--- src/rtl/pipe_pkg.sv ---
// pipe_pkg: shared types and width helpers for the core's inter-stage buffers.
//   d2x_t / x2m_t / m2w_t : packed payloads carried by each pipe_stage_buf
//                           instance (set WIDTH = $bits(<type>)).
//   cnt_width(depth)      : bits needed to hold an occupancy of 0..depth.
//   ptr_width(depth)      : bits needed to index depth entries (min 1).
package pipe_pkg;

  typedef struct packed {
    logic [31:0] pc;
    logic [31:0] instr;
    logic [4:0]  rd;
    logic        rd_we;
  } d2x_t;

  typedef struct packed {
    logic [31:0] alu_res;
    logic [31:0] store_data;
    logic [4:0]  rd;
    logic        rd_we;
    logic        mem_rd;
    logic        mem_wr;
  } x2m_t;

  typedef struct packed {
    logic [31:0] wb_data;
    logic [4:0]  rd;
    logic        rd_we;
  } m2w_t;

  function automatic int cnt_width(input int depth);
    return $clog2(depth + 1);
  endfunction

  function automatic int ptr_width(input int depth);
    return (depth > 1) ? $clog2(depth) : 1;
  endfunction

endpackage

--- src/rtl/pipe_stage_mem.sv ---
// pipe_stage_mem: DEPTH x WIDTH register array backing a pipe_stage_buf.
//   clk   : clock, write on posedge
//   we    : write enable
//   waddr : write index (0..DEPTH-1)
//   wdata : write payload
//   raddr : read index (0..DEPTH-1)
//   rdata : asynchronous read of entry raddr
// Contents are not reset; the owning buffer tracks which entries are live.
module pipe_stage_mem #(
  parameter int WIDTH = 32,
  parameter int DEPTH = 2,
  parameter int AW    = 1
) (
  input  logic             clk,
  input  logic             we,
  input  logic [AW-1:0]    waddr,
  input  logic [WIDTH-1:0] wdata,
  input  logic [AW-1:0]    raddr,
  output logic [WIDTH-1:0] rdata
);

  logic [WIDTH-1:0] mem_q [DEPTH];

  // One independently enabled register per entry.
  for (genvar gi = 0; gi < DEPTH; gi++) begin : g_entry
    always_ff @(posedge clk) begin
      if (we && (waddr == AW'(gi))) begin
        mem_q[gi] <= wdata;
      end
    end
  end

  // Zero-latency read so the head entry is visible in the cycle after its write.
  assign rdata = mem_q[raddr];

endmodule

--- src/rtl/pipe_stage_buf.sv ---
// pipe_stage_buf: valid/ready inter-stage buffer holding up to DEPTH beats.
//   clk, rst          : clock and synchronous active-high reset
//   flush             : drop all stored beats and the incoming beat this cycle
//   s_valid/s_ready/s_data : upstream handshake and payload
//   m_valid/m_ready/m_data : downstream handshake and payload
//   count, full, empty     : occupancy status
// BYPASS=1 lets a beat reach m_data in the cycle it arrives while empty.
// s_ready never depends on m_ready, so no combinational ready path crosses
// the stage; DEPTH=1 therefore gives one beat every two cycles.
module pipe_stage_buf
  import pipe_pkg::*;
#(
  parameter int WIDTH  = 32,
  parameter int DEPTH  = 2,
  parameter int BYPASS = 0,
  parameter int CNT_W  = cnt_width(DEPTH)
) (
  input  logic             clk,
  input  logic             rst,
  input  logic             flush,
  input  logic             s_valid,
  output logic             s_ready,
  input  logic [WIDTH-1:0] s_data,
  output logic             m_valid,
  input  logic             m_ready,
  output logic [WIDTH-1:0] m_data,
  output logic [CNT_W-1:0] count,
  output logic             full,
  output logic             empty
);

  localparam int PTR_W = ptr_width(DEPTH);

  logic [PTR_W-1:0] rd_ptr_q, rd_ptr_d;
  logic [PTR_W-1:0] wr_ptr_q, wr_ptr_d;
  logic [CNT_W-1:0] count_q, count_d;
  logic [WIDTH-1:0] head_data;
  logic             bypass_take;
  logic             push;
  logic             pop;

  // Modulo-DEPTH increment that also works for non-power-of-2 depths.
  function automatic logic [PTR_W-1:0] ptr_inc(input logic [PTR_W-1:0] p);
    return (p == PTR_W'(DEPTH - 1)) ? '0 : p + PTR_W'(1);
  endfunction

  assign empty   = (count_q == '0);
  assign full    = (count_q == CNT_W'(DEPTH));
  assign count   = count_q;
  assign s_ready = ~full & ~flush & ~rst;

  always_comb begin
    m_valid     = ~empty & ~flush;
    m_data      = head_data;
    bypass_take = 1'b0;
    if (BYPASS != 0) begin
      m_valid = (~empty | s_valid) & ~flush;
      if (empty) begin
        m_data = s_data;
        // A beat handed straight through is never written to storage.
        bypass_take = s_valid & m_ready & ~flush;
      end
    end
    push = s_valid & s_ready & ~bypass_take;
    pop  = m_valid & m_ready & ~empty;
  end

  always_comb begin
    rd_ptr_d = rd_ptr_q;
    wr_ptr_d = wr_ptr_q;
    count_d  = count_q;
    if (flush) begin
      rd_ptr_d = '0;
      wr_ptr_d = '0;
      count_d  = '0;
    end else begin
      if (push) wr_ptr_d = ptr_inc(wr_ptr_q);
      if (pop)  rd_ptr_d = ptr_inc(rd_ptr_q);
      if (push && !pop)      count_d = count_q + CNT_W'(1);
      else if (pop && !push) count_d = count_q - CNT_W'(1);
    end
  end

  always_ff @(posedge clk) begin
    if (rst) begin
      rd_ptr_q <= '0;
      wr_ptr_q <= '0;
      count_q  <= '0;
    end else begin
      rd_ptr_q <= rd_ptr_d;
      wr_ptr_q <= wr_ptr_d;
      count_q  <= count_d;
    end
  end

  pipe_stage_mem #(
    .WIDTH (WIDTH),
    .DEPTH (DEPTH),
    .AW    (PTR_W)
  ) u_mem (
    .clk   (clk),
    .we    (push),
    .waddr (wr_ptr_q),
    .wdata (s_data),
    .raddr (rd_ptr_q),
    .rdata (head_data)
  );

`ifndef SYNTHESIS
  always_ff @(posedge clk) begin
    if (!rst) begin
      assert (count_q <= CNT_W'(DEPTH)) else $error("count above DEPTH");
      assert (!(full && empty)) else $error("full and empty together");
      assert (!(push && full)) else $error("enqueue while full");
    end
  end
`endif

endmodule

--- config.mk ---
export PLATFORM = sky130hd
export DESIGN_NAME = pipe_stage_buf
export DESIGN_NICKNAME = d
export VERILOG_FILES = /design/src/rtl/pipe_pkg.sv /design/src/rtl/pipe_stage_mem.sv /design/src/rtl/pipe_stage_buf.sv
export SDC_FILE = /design/constraint.sdc
export NUM_CORES = 1
export LEC_CHECK = 0
export ABC_AREA = 1
export BUFFER_PORTS_ARGS = -buffer_cell sky130_fd_sc_hd__buf_2
export CAP_MARGIN = 20
export CORE_MARGIN = 1.5
export CORE_UTILIZATION = 35
export DETAILED_ROUTE_END_ITERATION = 7
export MAX_ROUTING_LAYER = met4
export PLACE_DENSITY = 0.59
export SYNTH_ARGS = -nofsm -noshare
export SYNTH_HDL_FRONTEND = slang
export SYNTH_HIERARCHICAL = 1
export SYNTH_SLANG_ARGS = --single-unit
--- constraint.sdc ---
create_clock -name clk -period 2.3 [get_ports clk]
set_input_delay 0.23 -clock clk [delete_from_list [all_inputs] [get_ports clk]]
set_output_delay 0.23 -clock clk [all_outputs]
set_load 0.02 [all_outputs]
# == Word level (Yosys, flattened, before mapping) ==
# Memory sizes are Yosys's and may differ from the RTL's. A register that Yosys moved wholly into a read port is not among the register bits.
# Index checks and enable logic that the tools add are counted.
# word_totals
memories,1
ramBits,64
input_bits,37
reg_bits,4
word_cells,43
output_inout_bits,38
# op_classes
bitwise_logic,11
n_reduce_logical,10
n_addsub,4
eq_ne,1
mux,13
# mem_list
memory,depth,width,read_ports,rd_ports_with_merged_regs,write_ports,line,rtl
u_mem.mem_q,2,32,1,1,1,pipe_stage_mem.sv:22,logic [WIDTH-1:0] mem_q [DEPTH];
# op_table
op,count
$mux 32,1
$reduce_or 32->1,1
$mux 1,10
$and 1x1->1,6
$not 1->1,5
$logic_and 1x1->1,4
$mux 2,2
$add 1x1->1 const B,2
$add 2x1->2 const B,1
$eq 2x2->1 const B,1
$logic_not 1->1,2
$logic_not 2->1,1
$reduce_bool 2->1,1
$reduce_or 2->1,1
$sub 2x1->2 const B,1

# == Logic depth before layout (Yosys ltp) ==
# depth
ltp_word,10
ltp_mapped,11

# == Modules after synthesis ==
# The synthesis kept the hierarchy.
# modules_own_cells
mod,cells_per_inst,area_per_inst_um2,n_inst
pipe_stage_mem,172,2428.6,1
pipe_stage_buf,41,274.0,1

# == Worst setup path before layout ==
# OpenSTA, ideal clock, no wires.
# synth_timing
path_kind,register to register
start,"reg count_q[0], in the netlist count[0]"
end,mem u_mem.mem_q[0][0] (enable)
slack_ns,-0.322
t_arrival_ns,2.200
period_less_slack_ns,2.622
path_stages_with_launch,7
path_buffers,0
cell_sequence,dfxtp_1 -> inv_2 -> nand2_2 -> nand3_2 -> inv_1 -> inv_1 -> nor2_1
# synth_between
elab_chain_cells,10
elab_cells_between_ends,14
# synth_lines
element,line,rtl
from (decl),pipe_stage_buf.sv:36,"logic [CNT_W-1:0] count_q, count_d;"
from (signal assigned),pipe_stage_buf.sv:92,count_q <= count_d;
$eq 2x2->1 *,pipe_stage_buf.sv:48,assign full = (count_q == CNT_W'(DEPTH));
$not 1->1 *,pipe_stage_buf.sv:50,assign s_ready = ~full & ~flush & ~rst;
$and 1x1->1 * (2 in series),pipe_stage_buf.sv:50,
$and 1x1->1 *,pipe_stage_buf.sv:64,push = s_valid & s_ready & ~bypass_take;
net push,pipe_stage_buf.sv:39,logic push;
$logic_and 1x1->1,pipe_stage_mem.sv:27,if (we && (waddr == AW'(gi))) begin
$mux 1,pipe_stage_mem.sv:27,
$mux 1 (not written as such),pipe_stage_mem.sv:28,mem_q[gi] <= wdata;
$reduce_or 32->1 (no source line),n/a,
$mux 1 (no source line),n/a,
to (decl),pipe_stage_mem.sv:22,
# Mark *: on every way through the listed nets, which the timed path passes. The rest lies on a longest branch.

==> results.sh <==
export IMPL_worstHoldPathCells=1
export IMPL_wl_per_cell_um=12.2
export IMPL_place_ws_ns=0.795
export IMPL_gp_congestion=0.692
export IMPL_worst_setup_path_end_kind="output pin"
export IMPL_hp_class="in -> reg"
export IMPL_routed_wl_mm=4.87
export IMPL_overflow=0
export IMPL_synth_xor_xnor_area_share=0
export IMPL_ctsResizeCount=0
export IMPL_min_from="s_data[25]"
export IMPL_fin_crit_sh=0.795
export IMPL_p_sw_mw=0.503
export IMPL_drc_errors=0
export IMPL_peakVddDrop_v=0.000311
export IMPL_antenna_found_initial=0
export IMPL_yosys_warnings=6
export IMPL_initial_core_util=0.367
export IMPL_synth_net_count=251
export IMPL_synthAdderAreaFrac=0.00463
export IMPL_tightestPinTransition_ns=0.498
export IMPL_io_buffers=74
export IMPL_io_pins=75
export IMPL_cp_start_kind="register"
export IMPL_holdBufCountCts=0
export IMPL_synth_cell_type_count=20
export IMPL_maxCapViolCount=0
export IMPL_clk_path_buf_depth=2
export IMPL_power_mw=2.42
export IMPL_timing_slew_headroom=0.668
export IMPL_area_growth_pct=22.9
export IMPL_diodes=0
export IMPL_worstReg2RegStart="count[0]"
export IMPL_finalHoldViolCount=0
export IMPL_grt_setup_unrepaired="false"
export IMPL_clock_latency_ns=0.33
export IMPL_reg2reg_slack_ns=0.82
export IMPL_cts_tree="done"
export IMPL_placed_area_sq_mm=0.00315
export IMPL_final_cell_mix="nand2_1 (95), buf_2 (74), edfxtp_1 (64), inv_1 (12), nand2_2 (11)"
export IMPL_worstPathMaxFanout=21
export IMPL_fin_nets=334
export IMPL_setup_violations_final=0
export IMPL_cts_sinks=68
export IMPL_grt_pass1_vias=1632
export IMPL_cp_arrival_ns=1.60
export IMPL_p_comb_frac=0.060
export IMPL_final_cell_area_sq_mm=0.00332
export IMPL_drive_gt1_frac=0.373
export IMPL_cts_inserted_buffers=9
export IMPL_htreeDepth=3
export IMPL_vias=1693
export IMPL_tns_ns=0
export IMPL_grt_pass1_wl_mm=7.81
export IMPL_critPathRequiredTime_ns=2.07
export IMPL_die_area_sq_mm=0.00826
export IMPL_fmax_mhz=547
export IMPL_p_leak_nw=1.41
export IMPL_setup_ws_ns=0.471
export IMPL_row_count=31
export IMPL_syn_area_sq_mm=0.00270
export IMPL_path_clk_slew_ns=0.06
export IMPL_core_region_area_sq_mm=0.00737
export IMPL_drt_pass1_iterations=4
export IMPL_grt_max_degree=33
export IMPL_syn_inst=213
export IMPL_die_h_um=90.9
export IMPL_intPower_mw=1.92
export IMPL_reg2reg_depth=7
export IMPL_cts_setup_buffers=0
export IMPL_clockRootBuffer="clkbuf_8"
export IMPL_fin_crit_ns=1.83
export IMPL_ys_seq_elements=68
export IMPL_dr_first_iter_drc_count=100
export IMPL_hold_end="u_mem/mem_q[1][25]"
export IMPL_pwr_share_clk=0.370
export IMPL_ys_seq_area_frac=0.741
export IMPL_synth_avg_cell_area_sq_um=12.7
export IMPL_drtAntennaViolNets=0
export IMPL_pwr_share_seq=0.571
export IMPL_fin_skew_ns=0.00237
export IMPL_drt_vias_per_instance=4.24
export IMPL_yosys_area_share_simple=0.192
export IMPL_dp_hpwl_mm=3.18
export IMPL_worstSetupPathType="reg -> out"
export IMPL_switching_share=0.207
export IMPL_status="completed"
export IMPL_slew_viol_final=0
export IMPL_synth_compound_area_frac=0.00370
export IMPL_grt_usage=0.131
export IMPL_synth_top_family_by_area="simple AND/OR/NAND/NOR gates"
export IMPL_die_w_um=90.9
export IMPL_timing_rr_end="u_mem/mem_q[1][0]"
export IMPL_power_per_cell_area_mw_per_mm2=730
export IMPL_synth_mux_area_fraction=0
export IMPL_final_common_cell="nand2_1"
logic make-up after synthesis:
logic type / Yosys count
AO/OA/AOI/OAI: 2
adder cells (fa/ha/maj): 1
flip-flops: 68
buffers and inverters: 22
AND/OR/NAND/NOR: 120
registers in the layout, indices dropped and copies added, names as in the netlist:
name	count
u_mem/mem_q	64
count	2
rd_ptr_q	1
wr_ptr_q	1
per-stage QoR:
step	hold WS, ns	utilization	std cells
final	0.0835	0.451	399
after global routing	0.0573	0.451	399
after CTS	0.0638	0.451	399
after detailed placement	0.421	0.427	384
after global placement	0.420	0.427	384
after floorplan	0.329	-	213
power groups by stage:
| stage | Clock, mW | Sequential (mW) | Combinational, mW |
|---|---|---|---|
| after floorplan | 0 | 1.41 | 0.0743 |
| after global placement | 0 | 1.41 | 0.145 |
| after detailed placement | 0 | 1.41 | 0.147 |
| after CTS | 0.927 | 1.38 | 0.148 |
| after global routing | 0.984 | 1.39 | 0.160 |
| final | 0.897 | 1.38 | 0.144 |
layer usage:
| layer | GRT usage | vias to the layer above | share of wire | wire (um) |
|---|---|---|---|---|
| met3 | 0.0530 | 9 | 0.069 | 335 |
| met2 | 0.192 | 57 | 0.46 | 2230 |
| li1 | - | 868 | - | - |
| met4 | 0.0508 | 0 | 0.015 | 75 |
| met1 | 0.161 | 759 | 0.46 | 2230 |
| met5 | - | - | 0 | 0 |
final cells by class:
class                      count  area (sq um)
clock inverter                 3          38.8
multi-input combinational    123           549
timing repair buffer          79           408
clock buffer                  12           135
inverter                      15          63.8
tap                           99           124
fill                         706          4050
sequential                    68          2000
cells in the mapped netlist, drive strengths merged:
library cell / n / area share
a21oi: 1 / 0.0019
buf: 4 / 0.020
clkbuf: 3 / 0.015
dfxtp: 4 / 0.030
edfxtp: 64 / 0.71
ha: 1 / 0.0046
inv: 15 / 0.024
nand2: 107 / 0.16
nand3: 3 / 0.0093
nand4: 3 / 0.0069
nor2: 7 / 0.014
o21ai: 1 / 0.0019
critical path, stage by stage, from the launching register on:
cell and delay [ns]:
dfxtp_2 0.64, buf_4 0.31, nand2_1 0.07, nand2_1 0.08
buf_2 0.16
how the worst max path moves through the flow:
stage	slack, ns	startpoint	endpoint
floorplan	0.22	count[0]	u_mem/mem_q[0][0]
global placement	0.79	flush	u_mem/mem_q[1][7]
detailed placement	0.80	flush	u_mem/mem_q[1][7]
CTS	0.43	rd_ptr_q	m_data[15]
global route	0.34	rd_ptr_q	m_data[29]
finish	0.47	rd_ptr_q	m_data[18]
Note: power is estimated with default switching activity, not from simulation.
